==> config.mk <==
export PLATFORM = sky130hd
export DESIGN_NAME = datapath_seq
export DESIGN_NICKNAME = d
export VERILOG_FILES = /design/src/rtl/dp_pkg.sv /design/src/rtl/dp_regfile.sv /design/src/rtl/datapath_seq.sv
export SDC_FILE = /design/constraint.sdc
export NUM_CORES = 1
export LEC_CHECK = 0
export CAP_MARGIN = 10
export CORE_ASPECT_RATIO = 0.9
export CORE_MARGIN = 4
export CORE_UTILIZATION = 46
export CTS_CLUSTER_DIAMETER = 80
export CTS_CLUSTER_SIZE = 12
export DETAILED_ROUTE_END_ITERATION = 10
export PLACE_DENSITY = 0.65
export SLEW_MARGIN = 20
export SYNTH_ARGS = -nofsm -noshare
export SYNTH_HDL_FRONTEND = slang
export SYNTH_HIERARCHICAL = 1
export SYNTH_SLANG_ARGS = --single-unit
==> constraint.sdc <==
create_clock -name clk -period 7 [get_ports clk]
set_input_delay 0.7 -clock clk [delete_from_list [all_inputs] [get_ports clk]]
set_output_delay 0.7 -clock clk [all_outputs]
set_load 0.02 [all_outputs]
==> src/rtl/dp_pkg.sv <==
// dp_pkg: shared enumerations and status-bit positions for the datapath_seq slice.
package dp_pkg;

  typedef enum logic [1:0] {
    ALU_ADD  = 2'b00,
    ALU_SUB  = 2'b01,
    ALU_AND  = 2'b10,
    ALU_NOTB = 2'b11
  } alu_op_e;

  typedef enum logic [1:0] {
    SH_NONE = 2'b00,
    SH_LSL1 = 2'b01,
    SH_LSR1 = 2'b10,
    SH_ASR1 = 2'b11
  } shift_op_e;

  typedef enum logic [2:0] {
    S_IDLE = 3'd0,
    S_RDA  = 3'd1,
    S_RDB  = 3'd2,
    S_EXEC = 3'd3,
    S_WB   = 3'd4
  } state_e;

  // Bit positions inside the {N, V, Z} status word.
  localparam int ST_N = 2;
  localparam int ST_V = 1;
  localparam int ST_Z = 0;

endpackage

==> src/rtl/dp_regfile.sv <==
// dp_regfile: REG_N x DATA_W register file, one synchronous write port and one
// asynchronous read port. Indices at or beyond REG_N are write-ignored and read as 0.
// Contents are deliberately not reset.
module dp_regfile
  import dp_pkg::*;
#(
  parameter  int DATA_W   = 16,
  parameter  int REG_N    = 8,
  localparam int REGSEL_W = (REG_N > 1) ? $clog2(REG_N) : 1
) (
  input  logic                clk,
  input  logic                we,
  input  logic [REGSEL_W-1:0] waddr,
  input  logic [DATA_W-1:0]   wdata,
  input  logic [REGSEL_W-1:0] raddr,
  output logic [DATA_W-1:0]   rdata
);

  logic [DATA_W-1:0] mem_q [REG_N];

  // Write port: out-of-range targets are dropped.
  always_ff @(posedge clk) begin
    if (we && (int'(waddr) < REG_N)) mem_q[waddr] <= wdata;
  end

  // Read port: combinational so a write on one edge is visible in the next cycle.
  always_comb begin
    rdata = '0;
    if (int'(raddr) < REG_N) rdata = mem_q[raddr];
  end

endmodule

==> src/rtl/datapath_seq.sv <==
// datapath_seq: multi-cycle register-file datapath. One operation walks
// IDLE -> RDA -> RDB -> EXEC -> WB; external loads are taken only in IDLE.
// Optional build macro: DATAPATH_SEQ_OVF_EN builds the signed-overflow (V) flag;
// without it V is tied to 0.
module datapath_seq
  import dp_pkg::*;
#(
  parameter  int DATA_W   = 16,
  parameter  int REG_N    = 8,
  localparam int REGSEL_W = (REG_N > 1) ? $clog2(REG_N) : 1
) (
  input  logic                clk,
  input  logic                reset,
  input  logic                load_valid,
  output logic                load_ready,
  input  logic [REGSEL_W-1:0] load_num,
  input  logic [DATA_W-1:0]   load_data,
  input  logic                req_valid,
  output logic                req_ready,
  input  logic [REGSEL_W-1:0] op_rn,
  input  logic [REGSEL_W-1:0] op_rm,
  input  logic [REGSEL_W-1:0] op_rd,
  input  logic [1:0]          op_shift,
  input  logic [1:0]          op_aluop,
  input  logic                op_asel,
  input  logic                op_bsel,
  input  logic [DATA_W-1:0]   op_imm,
  input  logic                op_loads,
  output logic                done,
  output logic [DATA_W-1:0]   datapath_out,
  output logic [2:0]          status
);

  // B-operand shifter.
  function automatic logic signed [DATA_W-1:0] shift_b(input logic [1:0] sh,
                                                       input logic signed [DATA_W-1:0] b);
    logic signed [DATA_W-1:0] r;
    case (sh)
      SH_LSL1: r = b <<< 1;
      SH_LSR1: r = $signed($unsigned(b) >> 1);
      SH_ASR1: r = b >>> 1;
      default: r = b;
    endcase
    return r;
  endfunction

  // ALU, result wraps modulo 2^DATA_W.
  function automatic logic signed [DATA_W-1:0] alu(input logic [1:0] op,
                                                   input logic signed [DATA_W-1:0] a,
                                                   input logic signed [DATA_W-1:0] b);
    logic signed [DATA_W-1:0] r;
    case (op)
      ALU_ADD: r = a + b;
      ALU_SUB: r = a - b;
      ALU_AND: r = a & b;
      default: r = ~b;
    endcase
    return r;
  endfunction

`ifdef DATAPATH_SEQ_OVF_EN
  // Two's-complement overflow of add/subtract from operand and result sign bits.
  function automatic logic ovf(input logic [1:0] op,
                               input logic signed [DATA_W-1:0] a,
                               input logic signed [DATA_W-1:0] b,
                               input logic signed [DATA_W-1:0] r);
    logic v;
    case (op)
      ALU_ADD: v = (a[DATA_W-1] == b[DATA_W-1]) && (r[DATA_W-1] != a[DATA_W-1]);
      ALU_SUB: v = (a[DATA_W-1] != b[DATA_W-1]) && (r[DATA_W-1] != a[DATA_W-1]);
      default: v = 1'b0;
    endcase
    return v;
  endfunction
`endif

  state_e                   state_q, state_d;
  logic signed [DATA_W-1:0] a_q, a_d, b_q, b_d, c_q, c_d;
  logic [2:0]               status_q, status_d;

  logic [REGSEL_W-1:0]      rn_q, rm_q, rd_q;
  logic [1:0]               shift_q, aluop_q;
  logic                     asel_q, bsel_q, loads_q;
  logic signed [DATA_W-1:0] imm_q;

  logic                     req_fire, load_fire;
  logic                     rf_we;
  logic [REGSEL_W-1:0]      rf_waddr, rf_raddr;
  logic [DATA_W-1:0]        rf_wdata, rf_rdata;
  logic signed [DATA_W-1:0] ain, bin, alu_res;
  logic                     v_flag;

  assign req_ready    = (state_q == S_IDLE);
  assign load_ready   = (state_q == S_IDLE);
  assign req_fire     = req_valid && req_ready;
  assign load_fire    = load_valid && load_ready && !reset;
  assign done         = (state_q == S_WB);
  assign datapath_out = c_q;
  assign status       = status_q;

  // Single write port shared by writeback and external loads (never both: loads only in IDLE).
  always_comb begin
    rf_we    = 1'b0;
    rf_waddr = load_num;
    rf_wdata = load_data;
    if (state_q == S_WB) begin
      rf_we    = !reset;
      rf_waddr = rd_q;
      rf_wdata = c_q;
    end else if (load_fire) begin
      rf_we = 1'b1;
    end
  end

  assign rf_raddr = (state_q == S_RDA) ? rn_q : rm_q;

  dp_regfile #(
    .DATA_W (DATA_W),
    .REG_N  (REG_N)
  ) u_regfile (
    .clk   (clk),
    .we    (rf_we),
    .waddr (rf_waddr),
    .wdata (rf_wdata),
    .raddr (rf_raddr),
    .rdata (rf_rdata)
  );

  // Operand selection, shifter and ALU on the latched operands.
  always_comb begin
    ain     = asel_q ? '0 : a_q;
    bin     = bsel_q ? imm_q : shift_b(shift_q, b_q);
    alu_res = alu(aluop_q, ain, bin);
`ifdef DATAPATH_SEQ_OVF_EN
    v_flag  = ovf(aluop_q, ain, bin, alu_res);
`else
    v_flag  = 1'b0;
`endif
  end

  // Next state and next operand/result/status values.
  always_comb begin
    state_d  = state_q;
    a_d      = a_q;
    b_d      = b_q;
    c_d      = c_q;
    status_d = status_q;
    case (state_q)
      S_IDLE: if (req_fire) state_d = S_RDA;
      S_RDA: begin
        a_d     = $signed(rf_rdata);
        state_d = S_RDB;
      end
      S_RDB: begin
        b_d     = $signed(rf_rdata);
        state_d = S_EXEC;
      end
      S_EXEC: begin
        c_d = alu_res;
        if (loads_q) begin
          status_d[ST_N] = alu_res[DATA_W-1];
          status_d[ST_V] = v_flag;
          status_d[ST_Z] = (alu_res == '0);
        end
        state_d = S_WB;
      end
      S_WB:    state_d = S_IDLE;
      default: state_d = S_IDLE;
    endcase
  end

  // State, operand, result and status registers; reset abandons any in-flight operation.
  always_ff @(posedge clk) begin
    if (reset) begin
      state_q  <= S_IDLE;
      a_q      <= '0;
      b_q      <= '0;
      c_q      <= '0;
      status_q <= '0;
    end else begin
      state_q  <= state_d;
      a_q      <= a_d;
      b_q      <= b_d;
      c_q      <= c_d;
      status_q <= status_d;
    end
  end

  // Request fields are captured on acceptance only.
  always_ff @(posedge clk) begin
    if (req_fire) begin
      rn_q    <= op_rn;
      rm_q    <= op_rm;
      rd_q    <= op_rd;
      shift_q <= op_shift;
      aluop_q <= op_aluop;
      asel_q  <= op_asel;
      bsel_q  <= op_bsel;
      imm_q   <= $signed(op_imm);
      loads_q <= op_loads;
    end
  end

endmodule

**Yosys cells after proc, flatten, opt, wreduce, memory -nomap -nowiden**

Memory sizes are Yosys's and may differ from the RTL's.
Index checks and enable logic that the tools add are counted.
Widths: inputs -> output; s select.

- Register bits after elaboration: 85
- Latch bits: 0
- Memory bits (writable): 128
- Memory bits (read-only): 0
- Output and inout port bits: 22
- Word-level logic and storage cells: 50
- Memories kept: 1

- Add/subtract/negate cells: 2
- $mul: 0
- Div/mod/pow operators: 0
- $lt $le $gt $ge: 0
- Equal/unequal tests: 10
- Shift operators: 0
- Multiplexer cells: 13
- Bitwise logic cells: 2
- Reductions and logical operators: 8

Memories:

| name | words | width | rd ports | clocked after memory_dff | write ports | RTL line | text |
|---|---|---|---|---|---|---|---|
| u_regfile.mem_q | 8 | 16 | 1 | 0 | 1 | dp_regfile.sv:19 | `logic [DATA_W-1:0] mem_q [REG_N];` |

Operator list:

| operator | number |
|---|---|
| $pmux 16 s3 | 2 |
| $mux 16 | 3 |
| $add 16x16->16 | 1 |
| $and 16x16->16 | 1 |
| $logic_not 16->1 | 1 |
| $not 16->16 | 1 |
| $sub 16x16->16 | 1 |
| $pmux 3 s4 | 1 |
| $mux 3 | 3 |
| $eq 2x2->1 const B | 3 |
| $eq 3x2->1 const B | 2 |
| $eq 2x1->1 const B | 2 |
| $mux 1 | 4 |
| $eq 3x1->1 const B | 1 |
| $eq 3x3->1 const B | 1 |
| $logic_and 1x1->1 | 3 |
| $logic_not 3->1 | 1 |
| $logic_not 2->1 | 1 |
| $ne 2x1->1 const B | 1 |
| $reduce_and 2->1 | 1 |
| $logic_not 1->1 | 1 |

**Logic depth before layout (Yosys ltp)**

- Word-level depth: 7
- Mapped depth: 20
- Gate-level depth less buffers: 17

**By module**

Netlist, hierarchy kept.

Modules (own cells, without submodules):

| module | times used | cells each | area each (µm²) |
|---|---|---|---|
| datapath_seq | 1 | 662 | 5,642.9 |
| dp_regfile | 1 | 198 | 4,973.5 |

**Worst setup path before layout**

Ideal clock, no wire load.

- Path kind: register -> register
- Start point: register bsel_q
- End point: register status_q[0] (netlist: status[0])
- Arrival: 4.281 ns
- Setup slack: 2.635 ns
- Cell stages (with the launch flop): 21
- Path buffers: 3
- Period minus slack after synthesis: 4.365 ns
- Path through: edfxtp_1 buf_6 nor2_2 buf_2 a221oi_1 inv_1 ha_1 nand3b_1 o31ai_1 nand3_1 xnor2_1 ha_1 clkbuf_1 nand3_1 o211ai_1 or4_1 o211a_1 nor4b_1 and3_1 nand4_1 o31ai_2

- Longest elaborated chain between the ends: 4

Ends and longest elaborated chain:

| item | RTL line | text |
|---|---|---|
| start: declaration | datapath_seq.sv:83 | `logic asel_q, bsel_q, loads_q;` |
| start signal: assignment | datapath_seq.sv:198 | `bsel_q <= op_bsel;` |
| $mux 16 (*) | datapath_seq.sv:132 | `bin = bsel_q ? imm_q : shift_b(shift_q, b_q);` |
| $sub 16x16->16, or another cell as far along | datapath_seq.sv:54 | `ALU_SUB: r = a - b;` |
| $pmux 16 s3 (*) | datapath_seq.sv:52 | `case (op)` |
| $logic_not 16->1 (*) | datapath_seq.sv:163 | `status_d[ST_Z] = (alu_res == '0);` |
| end signal: assignment | datapath_seq.sv:185 | `status_q <= status_d;` |
| end: declaration | datapath_seq.sv:79 | `logic [2:0] status_q, status_d;` |

Every way passes the cells marked *; elsewhere a longest branch is shown, timed or not.
A chain may end at the register's enable or synchronous reset.

**Worst setup path in the final report**

- Start point: register shift_q[1]
- End point: register status_q[0] (netlist: status[0])

- Longest elaborated chain between the ends: 6

Ends and longest elaborated chain:

| item | RTL line | text |
|---|---|---|
| start: declaration | datapath_seq.sv:82 | `logic [1:0] shift_q, aluop_q;` |
| start signal: assignment | datapath_seq.sv:195 | `shift_q <= op_shift;` |
| $eq 2x2->1 or $eq 2x1->1 (tied branches) | datapath_seq.sv:38 | `case (sh)` |
| $pmux 16 s3 (*) | datapath_seq.sv:38 |  |
| $mux 16 (*) | datapath_seq.sv:132 |  |
| $sub 16x16->16, or another cell as far along | datapath_seq.sv:54 |  |
| $pmux 16 s3 (*) | datapath_seq.sv:52 |  |
| $logic_not 16->1 (*) | datapath_seq.sv:163 |  |

Marked as above.

==> results.ini <==
[outcome]
status = finished, final reports clean

[drt]
totalWireLength_um = 25900
drt-initial-drc-count = 774
wl_per_cell_um = 21.0
ant_nets = 0
num_vias = 7167
drt-vias-per-instance = 5.81
route.detailed.drc = 0
dr.pass1.iters = 5

[timing]
report.final.slew_viol_count = 0
finalSetupViolCount = 0
fin_crit_ns = 5.19
finClkSkew_ns = 0.00604
min_period_over_period_pct = 74.2
worst_slew_pin_slew_ns = 1.01
hold_viol = 0
fmax_ghz = 0.193
rsz0062_at_grt = false
whs_ns = 0.472
slew_headroom_pct = 33.0
fin_setup_tns_ns = 0

[synthesis]
syn-cell-area_um2 = 10600
ys_types = 78
synth_edf_count = 160
postSynthCellCount = 860
ys_top_cells_by_area = edfxtp_1 45%, dfxtp_1 10%, mux4_1 6.9%
ys_seq_area_share_pct = 55.3
synth_top_flop_cell = edfxtp_1
asyncSetResetFlopFracSynth_pct = 0
syn-mean-instance-area_um2 = 12.3
yosysTopAreaCellShare_pct = 45.3
synth-warning-count = 6
yosys.area.top_type = edfxtp_1
ys_ff_latch = 213
syn-num-nets = 933

[critical_path]
r2r-end = status[0]$_SDFFE_PP0P_
required_ns = 7.40
crit_fanout = 28
r2r_start = shift_q[1]$_DFFE_PP_
rr_worst_depth = 17
path_cells = nor2_2, a221oi_1, inv_1, ha_1, nand3b_1, o31ai_1, nand3_1, xnor2_1, ha_1, nand3_1, o211ai_1, or4_1, o211a_1, nor4b_1, and3_1, nand4_1, o31ai_2
critPathArrivalTime_ns = 5.59
max_stage_delay_ns = 0.71
worst_path_max_delay_cell = edfxtp_1
crit_start = shift_q[1]$_DFFE_PP_
crit_type = reg2reg
startpoint_type = flop
cp_top_family = simple AND/OR/NAND/NOR gates
crit_cells = 17
crit_path_end_kind = flop
path_buf_inv = 1
timing.critical_path.to = status[0]$_SDFFE_PP0P_
r2r_setup_slack_ns = 1.81

[placement]
place_congestion = 0.897
port_buffers = 75
dp_hpwl_um = 18100
dp.cells = 1196

[die]
die_x_um = 168
fp.dieArea_um2 = 25600
coreArea_um2 = 22600
std_cell_rows = 52
die_h_um = 152
start_util_pct = 47.0
num_io_pins = 77

[cts]
cts_resized = 0
clk_latency_ns = 0.48
clk_pin_slew_ns = 0.06
clock-root-buffer = clkbuf_16
tritoncts = done
clk_path_buf_depth = 3
htreeDepth = 1
cts_buffers = 21
cts_setup_buffers = 0
cts_hold_buf = 0
cts.sinks = 213

[global_route]
grt_util_met1_pct = 30.8
antenna_found_initial = 0
grt_pass1_vias = 6721
grt_max_degree = 54
use_met2_pct = 29.8
grtUsageMet3_pct = 2.73
busiest_layer = met1
grt_util_all_layers_pct = 19.8
grt_pass1_wl_um = 39700
grt-ovfl-total = 0

[finish]
diodes = 0
final_cell_mix = 160 x edfxtp_1, 117 x nand2_1, 74 x clkdlybuf4s50_1
drive_above_1_share_pct = 11.6
area_delta_synth_final_pct = 14.9
layout_commonest_cell = edfxtp_1
fin_cells = 1233
final_nets = 995
final_util_pct = 54.0

[worst_hold_path]
hp-class = reg2reg
hp-start = a_q[7]$_SDFFE_PP0P_
hold_depth = 2

[pwr]
ir_drop_mv = 0.181
leakage_uw = 0.00425
fin_total_pwr_uw = 3110
cellPowerDensity_nw_per_um2 = 255

[run]
drv_cap = 0

synth_stat cells (3+ instances only):
cell      number
edfxtp_1     160
nand2_1      118
a21oi_1       57
dfxtp_1       53
nor2_1        41
mux2_2        40
clkbuf_1      30
o21ai_0       30
mux4_1        28
mux2i_1       23
inv_1         21
nor2b_1       21
ha_1          17
nor3_1        15
nor3b_1       15
a211oi_1      14
nand3_1       12
xor2_1        11
nand2b_1       9
o211ai_1       9
o21a_1         9
xnor2_1        9
buf_6          8
a221oi_1       6
buf_1          5
or2_2          5
and3_1         4
buf_4          4
mux4_2         4
o31ai_1        4
or3_1          4
a221oi_2       3
and2_1         3
buf_2          3
nand4_1        3
nor4_1         3
nor4b_1        3
o211a_1        3
o221ai_1       3
o311ai_0       3
o31a_1         3
registers in the layout, indices dropped and copies added (netlist names), 2 cells and up:
name and flops:
datapath_out 16, imm_q 16, rn_q 3, rd_q 3
a_q 16, rm_q 3, b_q 16, shift_q 2
aluop_q 2, status 2, u_regfile/mem_q 128, state_q 3
worst reg2reg max path: cells and delay by family (launching register included):
family	cells	cell delay, ns
adders and majority gates	2	0.61
xor gates and xnor gates	1	0.17
and+or+nand+nor	8	2.21
AOI/OAI and AO/OA	5	1.29
buffers and inverters	1	0.13
DFF	1	0.71
final cells by class:
| class | count | area (µm²) |
|---|---|---|
| Fill cell | 1935 | 10400 |
| Sequential cell | 213 | 5870 |
| Multi-Input combinational cell | 573 | 4410 |
| Timing Repair Buffer | 90 | 858 |
| Clock buffer | 37 | 599 |
| Tap cell | 297 | 372 |
| Inverter | 23 | 88.8 |
how the worst min path moves through the flow:
stage / slack (ns) / end
floorplan: 0.44 / a_q[0]$_SDFFE_PP0P_
global placement: 0.46 / a_q[10]$_SDFFE_PP0P_
CTS: 0.47 / a_q[7]$_SDFFE_PP0P_
global route: 0.49 / a_q[7]$_SDFFE_PP0P_
detailed placement: 0.46 / a_q[7]$_SDFFE_PP0P_
finish: 0.47 / a_q[7]$_SDFFE_PP0P_
metrics by stage:
step                      instance area [µm²]  worst slack (ns)
after floorplan                         10600              2.64
after global placement                  11600              1.98
after detailed placement                11600              1.87
after CTS                               12200              1.84
after global routing                    12200              1.34
final                                   12200              1.81
power by group:
| group | internal [µW] | switching [µW] | leakage, µW | total, µW |
|---|---|---|---|---|
| registers | 1410 | 45.7 | 0.00189 | 1460 |
| clock network | 576 | 439 | 0.000287 | 1010 |
| logic | 272 | 370 | 0.00207 | 642 |
| total | 2260 | 855 | 0.00425 | 3110 |
cells by family after synthesis:
logic type,synth area share [%]
AOI/OAI and AO/OA,10.3
xor gates and xnor gates,1.65
adders and majority gates,2.19
buffers and inverters,3.39
DFF,55.3
muxes,14.2
other,0.0353
and+or+nand+nor,13.0
per-layer routing:
| layer | share of wire, % | routed length [µm] |
|---|---|---|
| met3 | 5.6 | 1460 |
| met5 | 0 | 0 |
| met4 | 1.5 | 387 |
| met2 | 46 | 11800 |
| met1 | 47 | 12200 |
Power figures use the tool's default switching activity.
==> edit: new RTL, config.mk and constraints unchanged <==
Build with the macro `DATAPATH_SEQ_OVF_EN` defined.
--- a/src/rtl/datapath_seq.sv
+++ b/src/rtl/datapath_seq.sv
@@ -2,6 +2,8 @@
 // IDLE -> RDA -> RDB -> EXEC -> WB; external loads are taken only in IDLE.
 // Optional build macro: DATAPATH_SEQ_OVF_EN builds the signed-overflow (V) flag;
 // without it V is tied to 0.
+`define DATAPATH_SEQ_OVF_EN
+
 module datapath_seq
   import dp_pkg::*;
 #(
Check against the original RTL: not equivalent (a bounded check fails within 10 cycles, from zero or initial values and one cycle with reset high).
==> edit against the unedited design <==
  * Setup slack gained 0.062 ns
  * Synthesized area shrank 2.6%
  * Power grew 8.2%
  * Combinational power grew 33%
  * Sequential cell count grew 1
  * Die area shrank 2.5%
  * Cell area shrank 1.9%
  * Routed wire length shrank 3.3%
==> edit: results (changes against the unedited design) <==
status: "finished, final reports clean"
route.met2.wl_mm: 11.2  # -5.2%
grt_use_met1: 0.300  # -0.00873
nNetsFinal: 971  # -2.4%
clk_share: 0.0498  # +0.000647
rrSetupSlack_ns: 1.87  # +0.06 ns
p_leak_nw: 4.11  # -3.2%
dr_wl_met3_mm: 1.55  # +6.4%
synth_compound_area_frac: 0.0902  # -0.0130
wl_met1_mm: 11.9  # -2.9%
clkSinkCount: 214  # +0.47%
crit_fanout: 26  # -7.1%
num-nonclk-inverters: 18  # -22%
fillCellCount: 1862  # -3.8%
grt-busiest-layer: "met2"
synth.area.top_cells: "edfxtp_1, dfxtp_1, mux4_1"
min_from: "a_q[1]"
clock_latency_ns: 0.50  # +0.02 ns
synth-adder-area-share: 0.0237  # +0.00180
grt_pass1_wl_mm: 38.2  # -3.8%
grt_max_degree: 59  # +9.3%
crit_slowest_cell: "nor2_1"
gr-usage-met3: 0.0249  # -0.00234
drt_wl_total_mm: 25.1  # -3.3%
synthesis.nets: 905  # -3.0%
grt.total_usage: 0.196  # -0.00153
crit_family: "compound AO/OA/AOI/OAI gates"
antenna_found_initial: 1  # +1
synth-xor-area-share: 0.0237  # +0.00722
-- edit: metrics by stage --
| stage | total power [mW] | util | setup WS (ns) | instances | area, sq um |
|---|---|---|---|---|---|
| after floorplan | 2.12 | - | 2.83 | 831 | 10300 |
| after global placement | 2.37 | 0.519 | 2.12 | 1165 | 11400 |
| after detailed placement | 2.38 | 0.519 | 1.99 | 1165 | 11400 |
| after CTS | 3.39 | 0.547 | 1.95 | 1202 | 12000 |
| after global routing | 3.52 | 0.547 | 1.51 | 1202 | 12000 |
| final | 3.37 | 0.547 | 1.87 | 1202 | 12000 |
-- edit: worst reg2reg max path: stages, from the launching register on --
cell and delay (ns):
edfxtp_1 0.69, nor2_1 0.77, a221o_1 0.33, ha_1 0.18
nand3b_1 0.11, o31ai_1 0.37, a21boi_1 0.40, xnor2_1 0.13
ha_1 0.37, a21o_1 0.20, a21oi_1 0.19, o211ai_1 0.12
a31oi_1 0.30, o21ai_1 0.14, xnor2_1 0.19, mux2_2 0.29
o41ai_2 0.26
